===== config.mk =====
export PLATFORM = sky130hd
export DESIGN_NAME = dec_onehot_seq
export DESIGN_NICKNAME = d
export VERILOG_FILES = /design/src/rtl/dec_onehot_seq.sv
export SDC_FILE = /design/constraint.sdc
export NUM_CORES = 1
export LEC_CHECK = 0
export CAP_MARGIN = 20
export CELL_PAD_IN_SITES_DETAIL_PLACEMENT = 1
export CELL_PAD_IN_SITES_GLOBAL_PLACEMENT = 2
export CORE_ASPECT_RATIO = 0.5
export CORE_MARGIN = 1.5
export CORE_UTILIZATION = 40
export DETAILED_ROUTE_END_ITERATION = 7
export DONT_BUFFER_PORTS = 1
export GPL_ROUTABILITY_DRIVEN = 0
export PLACE_DENSITY_LB_ADDON = 0.08
export SYNTH_ARGS = -nofsm -noshare
export SYNTH_HDL_FRONTEND = slang
export SYNTH_SLANG_ARGS = --single-unit
export TNS_END_PERCENT = 100

===== constraint.sdc =====
create_clock -name clk -period 3.55 [get_ports clk]
set_input_delay 0.355 -clock clk [delete_from_list [all_inputs] [get_ports clk]]
set_output_delay 0.355 -clock clk [all_outputs]
set_load 0.02 [all_outputs]

===== src/rtl/dec_onehot_seq.sv =====
// Registered binary-to-one-of-N decoder with valid/ready input, out-of-range flag,
// selectable output polarity and an autonomous scan mode with blanking between positions.
module dec_onehot_seq #(
  parameter int unsigned IN_W       = 4,
  parameter int unsigned OUT_N      = 10,
  parameter bit          ACTIVE_LOW = 1'b1,
  parameter int unsigned SCAN_DIV   = 4
) (
  input  logic              clk,
  input  logic              rst,
  input  logic              mode,
  input  logic              in_valid,
  output logic              in_ready,
  input  logic [IN_W-1:0]   a_in,
  output logic [OUT_N-1:0]  b_out,
  output logic              out_valid,
  output logic              err
);

  localparam int unsigned IdxW = $clog2(OUT_N);
  localparam int unsigned DivW = (SCAN_DIV > 1) ? $clog2(SCAN_DIV) : 1;

  localparam logic [OUT_N-1:0] Inact   = ACTIVE_LOW ? {OUT_N{1'b1}} : {OUT_N{1'b0}};
  localparam logic [OUT_N-1:0] One     = {{(OUT_N-1){1'b0}}, 1'b1};
  localparam logic [IdxW-1:0]  IdxLast = IdxW'(OUT_N - 1);
  localparam logic [DivW-1:0]  DivLast = DivW'(SCAN_DIV - 1);
  // One bit wider than a_in so OUT_N == 2**IN_W still compares correctly.
  localparam logic [IN_W:0]    CodeLim = (IN_W + 1)'(OUT_N);

  localparam logic [1:0] StDirect    = 2'd0;
  localparam logic [1:0] StScanOn    = 2'd1;
  localparam logic [1:0] StScanBlank = 2'd2;
  localparam logic [1:0] StSwitch    = 2'd3;

  logic [1:0]       state_q, state_d;
  logic [IdxW-1:0]  idx_q, idx_d, idx_next;
  logic [DivW-1:0]  div_q, div_d;
  logic [OUT_N-1:0] b_out_d;
  logic             err_d, out_valid_d;
  logic             scan_class, go_switch;

  assign in_ready   = (state_q == StDirect);
  assign scan_class = (state_q == StScanOn) || (state_q == StScanBlank);
  // SWITCH itself resolves the requested mode on exit, so it never re-enters itself.
  assign go_switch  = (state_q != StSwitch) && (mode != scan_class);

  always_comb begin
    state_d     = state_q;
    idx_d       = idx_q;
    div_d       = div_q;
    b_out_d     = b_out;
    err_d       = err;
    out_valid_d = 1'b0;
    idx_next    = (idx_q == IdxLast) ? '0 : idx_q + 1'b1;

    case (state_q)
      StDirect: begin
        if (in_valid) begin
          if ({1'b0, a_in} < CodeLim) begin
            b_out_d     = Inact ^ (One << a_in);
            err_d       = 1'b0;
            out_valid_d = 1'b1;
          end else begin
            b_out_d = Inact;
            err_d   = 1'b1;
          end
        end
      end
      StScanOn: begin
        if (div_q == DivLast) begin
          state_d = StScanBlank;
          b_out_d = Inact;
          div_d   = '0;
        end else begin
          div_d = div_q + 1'b1;
        end
      end
      StScanBlank: begin
        state_d     = StScanOn;
        idx_d       = idx_next;
        div_d       = '0;
        b_out_d     = Inact ^ (One << idx_next);
        out_valid_d = 1'b1;
      end
      StSwitch: begin
        idx_d = '0;
        div_d = '0;
        if (mode) begin
          state_d     = StScanOn;
          b_out_d     = Inact ^ One;
          out_valid_d = 1'b1;
        end else begin
          state_d = StDirect;
        end
      end
      default: state_d = StDirect;
    endcase

    if (go_switch) begin
      state_d     = StSwitch;
      b_out_d     = Inact;
      err_d       = 1'b0;
      out_valid_d = 1'b0;
      idx_d       = '0;
      div_d       = '0;
    end
  end

  always_ff @(posedge clk) begin
    if (rst) begin
      state_q   <= StDirect;
      idx_q     <= '0;
      div_q     <= '0;
      b_out     <= Inact;
      err       <= 1'b0;
      out_valid <= 1'b0;
    end else begin
      state_q   <= state_d;
      idx_q     <= idx_d;
      div_q     <= div_d;
      b_out     <= b_out_d;
      err       <= err_d;
      out_valid <= out_valid_d;
    end
  end

endmodule


==> results of run 1 <==
==> cells in the mapped netlist, types with 2 or more instances <==
cell / instances
dfxtp_1: 20
a221o_1: 9
a21oi_1: 8
nand2_1: 7
nor2b_1: 7
a22oi_1: 5
ha_1: 5
nor2_1: 5
a32oi_1: 4
clkbuf_1: 4
inv_1: 4
o21ai_0: 4
and3b_1: 3
nor3_1: 3
nor4b_1: 3
a21o_1: 2
buf_2: 2
buf_6: 2
nand3_1: 2
nor3b_1: 2
nor4_1: 2
or2_2: 2
xnor2_1: 2
xor2_1: 2
==> state kept, by name, indices dropped and copies added, names as in the netlist <==
name       flops
div_q          2
b_out         10
idx_q          4
out_valid      1
state_q        2
err            1
==> routing by layer <==
| metal | track usage | vias up | part of all wire |
|---|---|---|---|
| met3 | 0.07111 | 6 | 0.047 |
| met2 | 0.3675 | 25 | 0.47 |
| li1 | - | 472 | - |
| met4 | 0.07456 | 0 | 0.012 |
| met1 | 0.2409 | 500 | 0.47 |
| met5 | 0 | - | 0 |
==> cells by family after synthesis <==
family | Yosys count | synth area share
compound gates | 38 | 0.2516
simple gates | 47 | 0.2646
xor+xnor | 4 | 0.03024
buf+inv | 12 | 0.05399
flops | 20 | 0.3456
fa+ha+maj | 5 | 0.05400
==> path summary, 6_finish.rpt <==
check | from | endpoint | slack (ns)
min reg2reg | div_q[0]$_SDFFE_PP0N_ | div_q[0]$_SDFFE_PP0N_ | 0.49
min | rst | state_q[1]$_SDFFE_PP0P_ | 0.16
max | state_q[0]$_SDFFE_PP0P_ | b_out[1]$_SDFFE_PP1P_ | 1.19
max reg2reg | state_q[0]$_SDFFE_PP0P_ | b_out[1]$_SDFFE_PP1P_ | 1.19
==> metrics by stage <==
stage	setup WS, ns	power, mW	area [µm²]	util
after floorplan	1.649	0.8653	1159	-
after global placement	1.439	0.9227	1157	0.4339
after detailed placement	1.244	0.9618	1157	0.4339
after CTS	1.184	1.113	1199	0.4493
after global routing	1.031	1.185	1199	0.4493
final	1.189	1.107	1199	0.4493
==> power by group through the flow <==
stage / Combinational, mW / Sequential, mW / Clock [mW]
2_1_floorplan: 0.442 / 0.423 / 0
3_3_place_gp: 0.477 / 0.445 / 0
3_5_place_dp: 0.510 / 0.452 / 0
4_1_cts: 0.515 / 0.446 / 0.151
5_1_grt: 0.567 / 0.458 / 0.160
6_report: 0.515 / 0.444 / 0.149
==> worst register-to-register path, delay by kind of cell (launching register included) <==
family / cells / cell delay, ns
AOI/OAI and AO/OA: 1 / 0.27
adders and majority gates: 1 / 0.48
buffers and inverters: 1 / 0.08
and+or+nand+nor: 2 / 1.06
DFF: 1 / 0.40
==> cell type report <==
cell class	instances	area, µm²	share of cell area
tap	37	46.29	0.03862
inverter	4	15.01	0.01253
multi-input combinational	94	695.7	0.5804
clock buffer	3	41.29	0.03445
sequential	20	400.4	0.3340
==> out/metrics.yaml, run 1 <==
clock_network:
  cts_max_path_buffers: 2
  cts_setup_buffers: 0
  cts-buffers-inserted: 3
  cts_tree: "yes"
  cts_resized: 0
  clockRootBuffer: "clkbuf_8"
  cts.sinks: 20
  ctsHoldBuffers: 0
  clk_latency_ns: 0.26
  clkTransAtPathRegs_ns: 0.07
  htreeDepth: 1
grt:
  grt_pass1_vias: 973
  gr-total-overflow: 0
  grt_pass1_wl_um: 4795
  antenna_found_initial: 0
  grt_use_total: 0.2058
  grt_max_degree: 19
detailed_routing:
  drt_iter0_markers: 32
  routed_wl_um: 3059
  drtAntennaViolNets: 0
  via_count: 1003
  drc_errors: 0
  dr.pass1.iters: 4
  avgRoutedWirePerCell_um: 19.36
  via_per_inst: 6.348
power:
  peakVddDrop_v: 0.0003971
  cellLeakagePower_nw: 0.4137
  p_switching_mw: 0.5235
  seqPwrFrac: 0.401
  comb_power_share: 0.465
  clockPowerShare: 0.134
  powerDensity_nw_per_um2: 923.8
  p_int_mw: 0.5838
  sw_frac_of_total: 0.4728
synth:
  syn_nets: 139
  avgSynthCellArea_um2: 9.195
  syn_area_um2: 1159
  ys_seq_area_frac: 0.3456
  yosysWarnings: 0
  syn_inst: 126
  netlist-cell-type-count: 41
  synthTopCellsByArea: "dfxtp_1, a221o_1, ha_1, nor2b_1, a21oi_1"
  synth-seq-cells: 20
  synth_top_area_cell: "dfxtp_1"
  synth-edff-count: 0
  ys_async_sr_fraction: 0
  netlist.area_leader.share: 0.3456
  synth_ff_type: "dfxtp_1"
final_layout:
  finalNonFillerCells: 158
  mostFrequentLayoutCell: "dfxtp_1"
  syn2layout_area_growth_pct: 3.456
  final_cell_mix: "dfxtp_1, a221o_1, a21oi_1, nor2b_1, nand2_1"
  drive_gt1_frac: 0.09091
  layout.nets: 136
  n_antenna_cell: 0
  fillers: 320
timing:
  hold_ws_ns: 0.1569
  drv_slew: 0
  skew_ns: 0.004440
  max_slew.worst_pin.slew_ns: 0.8302
  rsz0062_at_grt: "no"
  max-slew-margin-rel: 0.4420
  fmax_ghz: 0.4236
  hold_viol: 0
  fin_crit_ns: 2.361
  fin_tns_setup_ns: 0
  finalSetupViolCount: 0
  min_period_over_period: 0.6650
placed_design:
  dpl.hpwl_um: 2284
  io_buffers: 0
  dp_cells: 155
worst_setup_path:
  reg2regPathDepth: 5
  critPathBufInv: 1
  cp.depth: 5
  cp.required_ns: 3.75
  path_cells: "inv_1 > ha_1 > and2b_4 > nor4_2 > a221o_1"
  worstPathMaxFanout: 18
  cp.arrival_ns: 2.56
  path_delay_family: "simple AND/OR/NAND/NOR gates"
  end_kind: "register"
  crit_slowest_cell: "nor4_2"
  worstSetupStartpointType: "register"
  critPathKind: "reg2reg"
  max_stage_delay_ns: 0.73
flow_run:
  cap_violations: 0
floorplanning:
  num_rows: 13
  dieHeight_um: 41.06
  dieArea_um2: 3248
  ios: 21
  start_util: 0.4343
  die_w_um: 79.11
  coreArea_um2: 2668
worst_hold_path:
  hold_path_class: "in2reg"
  min_path_cells: 1
outcome:
  status: "completed"
Power figures use the tool's default switching activity.
==> run 2, diff against run 1 <==
--- a/config.mk
+++ b/config.mk
@@ -10,7 +10,7 @@
 export CELL_PAD_IN_SITES_GLOBAL_PLACEMENT = 2
 export CORE_ASPECT_RATIO = 0.5
 export CORE_MARGIN = 1.5
-export CORE_UTILIZATION = 40
+export CORE_UTILIZATION = 37
 export DETAILED_ROUTE_END_ITERATION = 7
 export DONT_BUFFER_PORTS = 1
 export GPL_ROUTABILITY_DRIVEN = 0
==> constraint.sdc (replaced) <==
create_clock -name clk -period 2.45 [get_ports clk]
set_input_delay 0.245 -clock clk [delete_from_list [all_inputs] [get_ports clk]]
set_output_delay 0.245 -clock clk [all_outputs]
set_load 0.02 [all_outputs]
==> out/metrics.yaml, run 2 (synthesized netlist as in run 1, its figures left out) <==
outcome:
  status: "completed"
timing:
  hold_ws_ns: 0.04899  # -0.1079 ns
  max-slew-margin-rel: 0.4422  # about the same
  fmax_ghz: 0.4774  # +13%
  drv_slew: 0  # unchanged
  fin_tns_setup_ns: 0  # unchanged
  rsz0062_at_grt: "no"
  fin_crit_ns: 2.095  # -0.2661 ns
  finalSetupViolCount: 0  # unchanged
  skew_ns: 0.0006434  # -0.003797 ns
  min_period_over_period: 0.8549  # +0.1900
  max_slew.worst_pin.slew_ns: 0.8298  # -0.0003176 ns
  hold_viol: 0  # unchanged
detailed_routing:
  drt_iter0_markers: 61  # +91%
  via_count: 1000  # -0.30%
  via_per_inst: 6.135  # -3.4%
  dr.pass1.iters: 4  # unchanged
  avgRoutedWirePerCell_um: 17.71  # -8.5%
  routed_wl_um: 2887  # -5.6%
  drc_errors: 0  # unchanged
  drtAntennaViolNets: 0  # unchanged
clock_network:
  clockRootBuffer: "clkbuf_8"
  cts_max_path_buffers: 2  # unchanged
  cts-buffers-inserted: 3  # unchanged
  clkTransAtPathRegs_ns: 0.07  # about the same
  cts_tree: "yes"
  clk_latency_ns: 0.25  # about the same
  cts_resized: 0  # unchanged
  cts.sinks: 20  # unchanged
  htreeDepth: 1  # unchanged
  ctsHoldBuffers: 0  # unchanged
  cts_setup_buffers: 0  # unchanged
floorplanning:
  dieArea_um2: 3496  # +7.7%
  num_rows: 14  # +1
  dieHeight_um: 42.57  # +3.7%
  ios: 21  # unchanged
  coreArea_um2: 2995  # +12%
  die_w_um: 82.14  # +3.8%
  start_util: 0.3868  # -0.04753
power:
  cellLeakagePower_nw: 0.4258  # +2.9%
  comb_power_share: 0.460  # -0.005
  p_switching_mw: 0.7553  # +44%
  clockPowerShare: 0.153  # +0.019
  peakVddDrop_v: 0.0004733  # +19%
  seqPwrFrac: 0.387  # -0.014
  sw_frac_of_total: 0.4593  # -0.01348
  powerDensity_nw_per_um2: 1344  # +45%
  p_int_mw: 0.8892  # +52%
final_layout:
  reg.largest.list: "b_out (10), idx_q (4)"
  final_cell_mix: "dfxtp_1, a221o_1, a21oi_1, nor2b_1, nand2_1"
  drive_gt1_frac: 0.1057  # +0.01478
  syn2layout_area_growth_pct: 5.615
  mostFrequentLayoutCell: "dfxtp_1"
  regMostFlops: "b_out"
  regArea_um2: 400.4  # unchanged
  multi_input_area_um2: 695.7  # unchanged
  largest_reg_flops: 10  # unchanged
  layout.nets: 137  # +0.74%
  fillers: 352  # +10%
  n_antenna_cell: 0  # unchanged
placed_design:
  io_buffers: 0  # unchanged
  dpl.hpwl_um: 2121  # -7.1%
grt:
  grt_pass1_wl_um: 4823  # +0.58%
  grt_use_total: 0.1826  # -0.02311
  grt_pass1_vias: 960  # -1.3%
  antenna_found_initial: 0  # unchanged
  grtUsageMet1: 0.2588  # +0.01789
  grt-busiest-layer: "met2"
  gr-usage-met3: 0.05435  # -0.01676
  met2_usage: 0.2803  # -0.08719
  gr-total-overflow: 0  # unchanged
  grt_max_degree: 17  # -2
worst_setup_path:
  cp.required_ns: 2.65  # -1.10 ns
  worstSetupStartpointType: "register"
  critPathKind: "reg2reg"
  end_kind: "register"
  worstPathMaxFanout: 16  # -2
  cp.arrival_ns: 2.30  # -0.26 ns
flow_run:
  cap_violations: 0  # unchanged
worst_hold_path:
  hold_path_class: "in2reg"
[run 2: cell types whose count changed in the layout (fill, tap and decap cells not counted), sizes merged]
cell and delta:
buf +1, clkbuf +1
[run 2: worst max-delay path: stages (launching register included)]
cell and delay, ns:
dfxtp_1 0.34, inv_1 0.10, ha_1 0.33, buf_4 0.27, nor4_1 0.09, nor4_2 0.64
a221o_1 0.27
[run 2: final timing paths]
| check | start | endpoint | slack [ns] | depth (start not counted) |
|---|---|---|---|---|
| max | state_q[0]$_SDFFE_PP0P_ | b_out[7]$_SDFFE_PP1P_ | 0.36 | 6 |
| min | rst | state_q[1]$_SDFFE_PP0P_ | 0.05 | 1 |
| max reg2reg | state_q[0]$_SDFFE_PP0P_ | b_out[7]$_SDFFE_PP1P_ | 0.36 | 6 |
| min reg2reg | div_q[0]$_SDFFE_PP0N_ | div_q[0]$_SDFFE_PP0N_ | 0.49 | 2 |
[run 2: layout make-up]
type | instances | area share
well taps | 40 | 0.04090
repair buffers | 1 | 0.006135
inverters | 4 | 0.01227
multi-input cells | 94 | 0.5685
clock buffers | 4 | 0.04499
flip-flops and latches | 20 | 0.3272
[run 2: per-stage QoR]
stage / instance area [µm²] / worst slack [ns] / utilization / power [mW] / instances
after floorplan: 1159 / 0.5492 / - / 1.254 / 126
after global placement: 1169 / 0.4665 / 0.3901 / 1.367 / 159
after detailed placement: 1169 / 0.3751 / 0.3901 / 1.399 / 159
after CTS: 1224 / 0.3577 / 0.4085 / 1.659 / 163
after global routing: 1224 / 0.09315 / 0.4085 / 1.794 / 163
final: 1224 / 0.3554 / 0.4085 / 1.645 / 163
[run 2: routing by layer]
layer	vias to the layer above	wire length [µm]
met2	11	1287
met4	0	10
met3	2	90
li1	479	-
met1	508	1499
met5	-	0
[run 2: power groups by stage]
stage	Sequential, mW	Combinational [mW]	Clock (mW)
detailed placement	0.649	0.750	0
CTS	0.640	0.755	0.264
finish	0.637	0.757	0.251
global placement	0.643	0.724	0
global route	0.661	0.853	0.281
floorplan	0.613	0.641	0
